### src/rtl/npc_pkg.sv
// Shared constants and state encoding for the instruction fetch unit.
package npc_pkg;

    localparam logic [63:0] RESET_PC_DEFAULT = 64'h8000_0000;
    localparam logic [31:0] NOP_INST         = 32'h0000_0013;

    typedef enum logic [1:0] {
        IFU_BOOT,
        IFU_REQ,
        IFU_WAIT,
        IFU_HOLD
    } ifu_state_e;

endpackage

### src/rtl/ifu_fetch.sv
// Instruction fetch unit: owns the PC, issues one word fetch at a time and holds
// the fetched instruction until decode takes it; execute redirects flush it.
module ifu_fetch
    import npc_pkg::*;
#(
    parameter int unsigned     XLEN     = 64,
    parameter logic [XLEN-1:0] RESET_PC = XLEN'(RESET_PC_DEFAULT)
) (
    input  logic            clk,
    input  logic            rst,
    input  logic            redirect_valid,
    input  logic [XLEN-1:0] redirect_pc,
    output logic            mem_req_valid,
    input  logic            mem_req_ready,
    output logic [XLEN-1:0] mem_req_addr,
    input  logic            mem_rsp_valid,
    input  logic [31:0]     mem_rsp_data,
    input  logic            mem_rsp_err,
    output logic            inst_valid,
    input  logic            inst_ready,
    output logic [31:0]     inst,
    output logic [XLEN-1:0] inst_pc,
    output logic            inst_err
);

    ifu_state_e      state_q, state_d;
    logic [XLEN-1:0] pc_q, pc_d;
    logic            drop_q, drop_d;
    logic [31:0]     inst_q, inst_d;
    logic [XLEN-1:0] inst_pc_q, inst_pc_d;
    logic            inst_err_q, inst_err_d;

    logic            req_fire;
    logic [XLEN-1:0] redirect_target;

    assign mem_req_valid   = (state_q == IFU_REQ);
    assign mem_req_addr    = pc_q;
    assign inst_valid      = (state_q == IFU_HOLD);
    assign inst            = inst_q;
    assign inst_pc         = inst_pc_q;
    assign inst_err        = inst_err_q;
    assign req_fire        = mem_req_valid & mem_req_ready;
    assign redirect_target = redirect_pc & ~XLEN'(3);

    always_ff @(posedge clk or posedge rst) begin
        if (rst) begin
            state_q    <= IFU_BOOT;
            pc_q       <= RESET_PC;
            drop_q     <= 1'b0;
            inst_q     <= NOP_INST;
            inst_pc_q  <= '0;
            inst_err_q <= 1'b0;
        end else begin
            state_q    <= state_d;
            pc_q       <= pc_d;
            drop_q     <= drop_d;
            inst_q     <= inst_d;
            inst_pc_q  <= inst_pc_d;
            inst_err_q <= inst_err_d;
        end
    end

    always_comb begin
        state_d    = state_q;
        pc_d       = pc_q;
        drop_d     = drop_q;
        inst_d     = inst_q;
        inst_pc_d  = inst_pc_q;
        inst_err_d = inst_err_q;

        unique case (state_q)
            IFU_BOOT: state_d = IFU_REQ;
            IFU_REQ: begin
                if (req_fire) state_d = IFU_WAIT;
            end
            IFU_WAIT: begin
                if (mem_rsp_valid) begin
                    if (drop_q) begin
                        drop_d  = 1'b0;
                        state_d = IFU_REQ;
                    end else begin
                        inst_d     = mem_rsp_err ? NOP_INST : mem_rsp_data;
                        inst_err_d = mem_rsp_err;
                        inst_pc_d  = pc_q;
                        pc_d       = pc_q + XLEN'(4);
                        state_d    = IFU_HOLD;
                    end
                end
            end
            IFU_HOLD: begin
                if (inst_ready) state_d = IFU_REQ;
            end
            default: state_d = IFU_BOOT;
        endcase

        // Redirect overrides everything above; an accepted-but-unanswered request
        // stays outstanding and is marked for discard instead of being abandoned.
        if (redirect_valid) begin
            pc_d       = redirect_target;
            inst_d     = inst_q;
            inst_pc_d  = inst_pc_q;
            inst_err_d = inst_err_q;
            drop_d     = 1'b0;
            state_d    = IFU_REQ;
            if ((state_q == IFU_REQ) && req_fire) begin
                state_d = IFU_WAIT;
                drop_d  = 1'b1;
            end else if ((state_q == IFU_WAIT) && !mem_rsp_valid) begin
                state_d = IFU_WAIT;
                drop_d  = 1'b1;
            end
        end
    end

endmodule

### config.mk
export PLATFORM = sky130hd
export DESIGN_NAME = ifu_fetch
export DESIGN_NICKNAME = d
export VERILOG_FILES = /design/src/rtl/npc_pkg.sv /design/src/rtl/ifu_fetch.sv
export SDC_FILE = /design/constraint.sdc
export NUM_CORES = 1
export LEC_CHECK = 0
export ABC_CLOCK_PERIOD_IN_PS = 14360
export CORE_MARGIN = 2
export CORE_UTILIZATION = 40
export CTS_CLUSTER_DIAMETER = 100
export DETAILED_ROUTE_END_ITERATION = 6
export DONT_BUFFER_PORTS = 1
export HOLD_SLACK_MARGIN = 0.1
export PLACE_DENSITY_LB_ADDON = 0.15
export RECOVER_POWER = 25
export SLEW_MARGIN = 20
export SYNTH_ARGS = -nofsm -noshare
export SYNTH_HDL_FRONTEND = slang
export SYNTH_SLANG_ARGS = --single-unit
### constraint.sdc
create_clock -name clk -period 14.36 [get_ports clk]
set_input_delay 2.872 -clock clk [delete_from_list [all_inputs] [get_ports clk]]
set_output_delay 2.872 -clock clk [all_outputs]
set_load 0.01 [all_outputs]
==> results of run 1 <==
kinds of logic after synthesis:
logic type	share of synthesized area [%]
flops	52.3
buf+inv	3.38
xor+xnor	4.46
simple gates	31.0
other cells	0.0490
mux	0.686
fa+ha+maj	0.654
compound gates	7.38
worst min path at each step:
stage | startpoint | end | slack [ns]
floorplan | inst[0] | inst[0] | 0.46
global placement | inst[0] | inst[0] | 0.47
detailed placement | inst[4] | inst[4] | 0.48
CTS | inst[4] | inst[4] | 0.49
global route | inst[4] | inst[4] | 0.51
finish | inst[0] | inst[0] | 0.49
through the flow:
| step | area [µm²] | util [%] |
|---|---|---|
| after floorplan | 7670 | - |
| after global placement | 7790 | 41.5 |
| after detailed placement | 7790 | 41.5 |
| after CTS | 8390 | 44.7 |
| after global routing | 8390 | 44.7 |
| final | 8390 | 44.7 |
metal layers:
layer	wire length, µm	part of all wire [%]	vias to the layer above
li1	-	-	2909
met1	8960	42	3021
met2	9730	46	260
met3	1940	9.2	26
met4	465	2.2	0
met5	0	0	-
sequential cells by signal, indices dropped and copies added, names as in the netlist:
name,flops
inst_pc,62
mem_req_addr,62
inst,32
state_q,2
drop_q,1
inst_err,1
area by class of cell:
class / count / area, µm²
fillers: 1833 / 10400
diodes: 1 / 2.50
clock inverters: 14 / 155
inverters: 11 / 42.5
repair buffers: 4 / 30.0
multi-input cells: 648 / 3420
well taps: 234 / 293
clock buffers: 18 / 439
flip-flops and latches: 160 / 4010
power groups by stage:
| stage | clock [mW] | sequential, mW | combinational, mW |
|---|---|---|---|
| finish | 0.461 | 0.763 | 0.175 |
| global route | 0.494 | 0.782 | 0.212 |
| CTS | 0.476 | 0.764 | 0.179 |
| detailed placement | 0 | 0.771 | 0.179 |
| global placement | 0 | 0.768 | 0.167 |
| floorplan | 0 | 0.733 | 0.150 |
synthesized netlist by cell type, drive strengths merged (2+ instances only):
| cell type | count | area [µm²] |
|---|---|---|
| a21oi | 2 | 10.0 |
| a31oi | 19 | 119 |
| and2 | 5 | 31.3 |
| and3 | 11 | 70.1 |
| and4 | 13 | 116 |
| buf | 8 | 46.3 |
| clkbuf | 45 | 171 |
| dfrtp | 156 | 3900 |
| dfstp | 4 | 105 |
| ha | 4 | 50.1 |
| inv | 11 | 41.3 |
| mux2 | 2 | 22.5 |
| mux2i | 3 | 30.0 |
| nand2 | 309 | 1160 |
| nand2b | 3 | 18.8 |
| nand3 | 21 | 118 |
| nand3b | 30 | 225 |
| nand4 | 33 | 206 |
| nor2 | 25 | 93.8 |
| nor3 | 11 | 55.1 |
| nor4 | 11 | 75.1 |
| o21ai | 56 | 280 |
| o311ai | 5 | 43.8 |
| o31ai | 8 | 60.1 |
| or2 | 2 | 12.5 |
| or3 | 10 | 65.1 |
| or4 | 11 | 82.6 |
| or4b | 2 | 20.0 |
| xnor2 | 18 | 158 |
| xor2 | 21 | 184 |
==> results by group, run 1 <==
Status
  – Status: finished with violations
  – Failing checks: max-capacitance violations, max-slew violations

Setup path
  – CP max FO: between 80 and 90
  – Critical path depth: 2
  – Slowest-stage cell, CP: clkinvlp_2
  – Reg2reg setup slack: between 10 and 15 ns
  – Reg2Reg Depth: 7
  – Critical Path End: inst_pc[51]
  – Worst path max stage delay: between 2 and 2.5 ns
  – Crit. End Element: async pin
  – Worst Path Buf+Inv: 2
  – Reg2Reg Capture Point: mem_req_addr[56]
  – Critical R2R Launch: state_q[0]
  – Worst setup SP type: input pin
  – Top Family by Delay on Critical Path: buffers and inverters
  – CP Class: input pin to async pin
  – Crit path from: rst
  – Critical Path AT: 6.19 ns
  – Critical Path, Cell by Cell: clkinvlp_2 -> buf_4
  – Req. time, crit path: 14.78 ns

CTS
  – Post-CTS Setup Repair Bufs: 0
  – Clk sink count: 160
  – CTS tree: built
  – Post-cts gate resize count: 0
  – Max Root-Sink Buffers: 2
  – Hold_buf cts: 0
  – H-tree depth: 4
  – Skew-Pair Late Insertion Delay: 0.42 ns
  – Clk root buf: clkbuf_16
  – Clock buffer count from CTS: 17
  – Clock-pin slew on the worst setup and hold paths: 0.07 ns

Global route
  – Global-route wire length before repair: approximately 32,000 µm
  – Gr ovfl total: 0
  – GR met2 Demand/Resource: 32.8%
  – Initial antenna violation count: 1
  – Met1 Use GR: 26.2%
  – Vias in the first global route: 6,049
  – Gr usage total: 20.6%
  – Met3 GRT Util: 6.29%
  – Gr busiest metal: met2
  – Largest net degree at the start of global routing: 101

Power and ir drop
  – Internal power: 0.917 mW
  – Sw power: 0.482 mW
  – Peak VDD IR: 0.0691 mV
  – Leakage Power: 3.77 nW
  – Switching share of total power: 34.4%
  – Part of the power in the clock network: 33.0%
  – Total power divided by cell area: between 150 and 200 nW/µm²
  – Logic pwr share: about an eighth
  – Flop pwr share: 54.5%
  – Tot Pwr: 1.40 mW

Place
  – GPL Wtd Cong: approximately 0.82
  – IO Port Bufs: 0
  – DP HPWL: 14,500 µm
  – Placed cells: 1,057
  – Pre-CTS setup slack: 9.09 ns

Die
  – Top Ports: 266
  – Row count: 50
  – Initial Util: 40.8%
  – Die height: between 100 and 150 µm
  – Die area: 20,300 µm²
  – Chip width: 142 µm
  – Core Box Area: 18,800 µm²

Routing
  – Total wire length: 21,100 µm
  – Drt first pass iters: 6
  – Post-DRT Antenna Nets: 0
  – Via/cell ratio: 5.70
  – Via count: 6,216
  – DRT iter0 DRCs: approximately 410
  – DR DRC count: 0
  – Wire length per cell: 19.4 µm

Final layout
  – Nets@finish: ~950
  – Commonest non-fill, non-tap cell in the layout: nand2_1
  – Area Overhead vs Synth: 9.52%
  – Fraction of layout instances using a drive strength above 1: 6.20%
  – Commonest cells after routing, fill and taps aside: nand2_1 (308), dfrtp_1 (156), o21ai_0 (56), nand4_1 (33), nand3b_1 (30)
  – Layout Cells excl Fill: about 1,100

Logic synthesis
  – Yosys warnings: 0
  – Synth Register Bits: 160
  – Synthesized instance count: just under 900
  – Mean Syn Cell Area: slightly below 9 µm²
  – Netlist cell types: 49
  – Async S/R FF share, synth: 100%
  – Most used DFF post-synth: dfrtp_1
  – Sequential area share after synthesis: 52.3%
  – Post-synth EDFFs: 0
  – Synthesized area: between 7000 and 8000 µm²

Timing
  – Endpoints failing hold: 0
  – Skew final: around 0.0098 ns
  – Period utilisation layout: 40.2%
  – Final setup margin: 8.59 ns
  – RSZ-0062 raised after global routing: no
  – Worst-margin pin slew: 3.91 ns
  – Setup TNS: 0 ns
  – Hold slack: just under 0.5 ns
  – Relative slew slack: -162%
  – Max Fclk: 0.173 GHz
  – Slew Viols, Final: 89
  – # setup viols final: 0
  – Crit path time final: 5.77 ns

Worst hold path
  – Worst Hold Depth: 2
  – Hold WC Path Type: flop to flop

Run
  – MaxCap Viol Count: 1
Power figures use the tool's default switching activity.
==> run 2, diff against run 1 <==
ABC_CLOCK_PERIOD_IN_PS = 5400   (was 14360)
clock period = 5.4 ns   (was 14.36 ns; I/O delays follow)
==> run 2 against run 1 <==
Against the previous run: die area unchanged; sequential share of layout area is 0.16 points lower; worst hold slack about the same; combinational power grew to 2.7 times the previous value; first-iteration DRC count decreased by 3.6%; largest power group unchanged; core utilization rose by 0.15 points; the flow still finishes with violations (max-capacitance violations, max-slew violations); flip-flop and latch count unchanged.
==> results by group, run 2 (same netlist as run 1, synthesis figures left out) <==
CTS
  – Post-cts gate resize count: 0
  – Skew-Pair Late Insertion Delay: roughly 0.42 ns
  – Hold_buf cts: 0
  – Clk sink count: 160
  – CTS tree: built
  – Post-CTS Setup Repair Bufs: 0
  – Clk root buf: clkbuf_16
  – H-tree depth: 4
  – Clock buffer count from CTS: 17
  – Clock-pin slew on the worst setup and hold paths: 0.06 ns
  – Max Root-Sink Buffers: 2

Timing
  – Max Fclk: between 0.2 and 0.3 GHz
  – Period utilisation layout: 66.2%
  – Skew final: 0.00774 ns
  – Setup TNS: 0 ns
  – Endpoints failing hold: 0
  – Worst-margin pin slew: roughly 2.7 ns
  – # setup viols final: 0
  – RSZ-0062 raised after global routing: no
  – Slew Viols, Final: 62
  – Crit path time final: 3.58 ns
  – Relative slew slack: -83.4%

Die
  – Row count: 50
  – Die area: 20,300 µm²
  – Core Box Area: 18,800 µm²
  – Initial Util: approximately 41%
  – Die height: 142 µm
  – Chip width: 142 µm
  – Top Ports: roughly 270

Routing
  – Wire length per cell: 19.5 µm
  – DRT iter0 DRCs: between 300 and 400
  – Post-DRT Antenna Nets: 0
  – DR DRC count: 0
  – Via/cell ratio: between 5 and 6
  – Total wire length: 21,300 µm
  – Via count: 6,131
  – Drt first pass iters: 5

Setup path
  – Crit path from: rst
  – Critical Path, Cell by Cell: clkinvlp_2 -> clkbuf_2
  – Critical Path AT: slightly below 4 ns
  – CP max FO: 61
  – Worst Path Buf+Inv: 2
  – Reg2reg setup slack: 2.19 ns
  – Reg2Reg Depth: 5
  – Critical R2R Launch: mem_req_addr[10]
  – Worst setup SP type: input pin
  – Worst path max stage delay: between 1.5 and 2 ns
  – Crit. End Element: async pin
  – Critical path depth: 2
  – Req. time, crit path: 5.71 ns
  – Reg2Reg Capture Point: mem_req_addr[56]
  – Top Family by Delay on Critical Path: buffers and inverters
  – Critical Path End: mem_req_addr[51]
  – CP Class: input pin to async pin
  – Slowest-stage cell, CP: clkinvlp_2

Power and ir drop
  – Total power divided by cell area: 441 nW/µm²
  – Leakage Power: 3.78 nW
  – Peak VDD IR: 0.191 mV

Global route
  – Global-route wire length before repair: 32,700 µm
  – Gr ovfl total: 0
  – Initial antenna violation count: 0
  – Vias in the first global route: 5,979
  – Gr usage total: 20.8%
  – Largest net degree at the start of global routing: 101

Final layout
  – Commonest cells after routing, fill and taps aside: nand2_1 (308), dfrtp_1 (156), o21ai_0 (56), nand4_1 (33), nand3b_1 (30)
  – Fraction of layout instances using a drive strength above 1: 6.42%
  – Design Area, Final: 8420 µm²
  – Commonest non-fill, non-tap cell in the layout: nand2_1
  – N_diodes: 0
  – Nets@finish: 951
  – Area Overhead vs Synth: 9.88%

Place
  – IO Port Bufs: 0
  – DP HPWL: 14,800 µm
  – Placed Area: between 7000 and 8000 µm²
  – GPL Wtd Cong: 0.816

Worst hold path
  – Hold WC Path Type: flop to flop

Status
  – Status: finished with violations
  – Failing checks: max-capacitance violations, max-slew violations

Run
  – MaxCap Viol Count: 1
[run 2: metal layers]
layer  part of all wire, %  wire, µm  GRT usage (%)
met5                     0         0              0
met4                   1.2       260           6.41
met3                   9.3      1970           7.17
met2                    47      9910           32.9
met1                    43      9110           27.0
[run 2: final cells by class]
class	count	area [µm²]
fill	1860	10400
sequential	160	4010
clock inverter	14	155
timing repair buffer	6	60.1
multi-input combinational	648	3420
tap	234	293
clock buffer	18	439
inverter	11	42.5
[run 2: where the power goes]
part | switching [mW] | total [mW] | internal [mW]
Clock | 0.521 | 1.22 | 0.700
Sequential | 0.471 | 2.02 | 1.55
Combinational | 0.278 | 0.464 | 0.187
Total | 1.27 | 3.71 | 2.44
[run 2: through the flow]
step           std cells  power, mW  utilization [%]  setup slack [ns]  hold WS, ns
5_1_grt             1091       3.95             44.8              1.27        0.518
3_3_place_gp        1058       2.49             41.6              2.03        0.469
6_report            1091       3.71             44.8              1.82        0.487
4_1_cts             1090       3.76             44.7              2.23        0.490
3_5_place_dp        1058       2.52             41.6              2.02        0.481
2_1_floorplan        872       2.35                -           0.00670        0.460
[run 2: worst min path at each step]
stage | to | from | slack, ns | depth (start not counted)
6_report | inst[0] | inst[0] | 0.49 | 2
4_1_cts | inst[0] | inst[0] | 0.49 | 2
3_5_place_dp | inst[0] | inst[0] | 0.48 | 2
2_1_floorplan | inst[0] | inst[0] | 0.46 | 2
3_3_place_gp | inst[0] | inst[0] | 0.47 | 2
5_1_grt | inst[0] | inst[0] | 0.52 | 2
[run 2: worst reg2reg max path, cell delays in order (launching register included)]
cell and delay (ns):
dfrtp_1 0.55, nand4_1 0.42, nor4_2 0.72, nand3_1 0.60, or4_1 0.67, a31oi_1 0.17
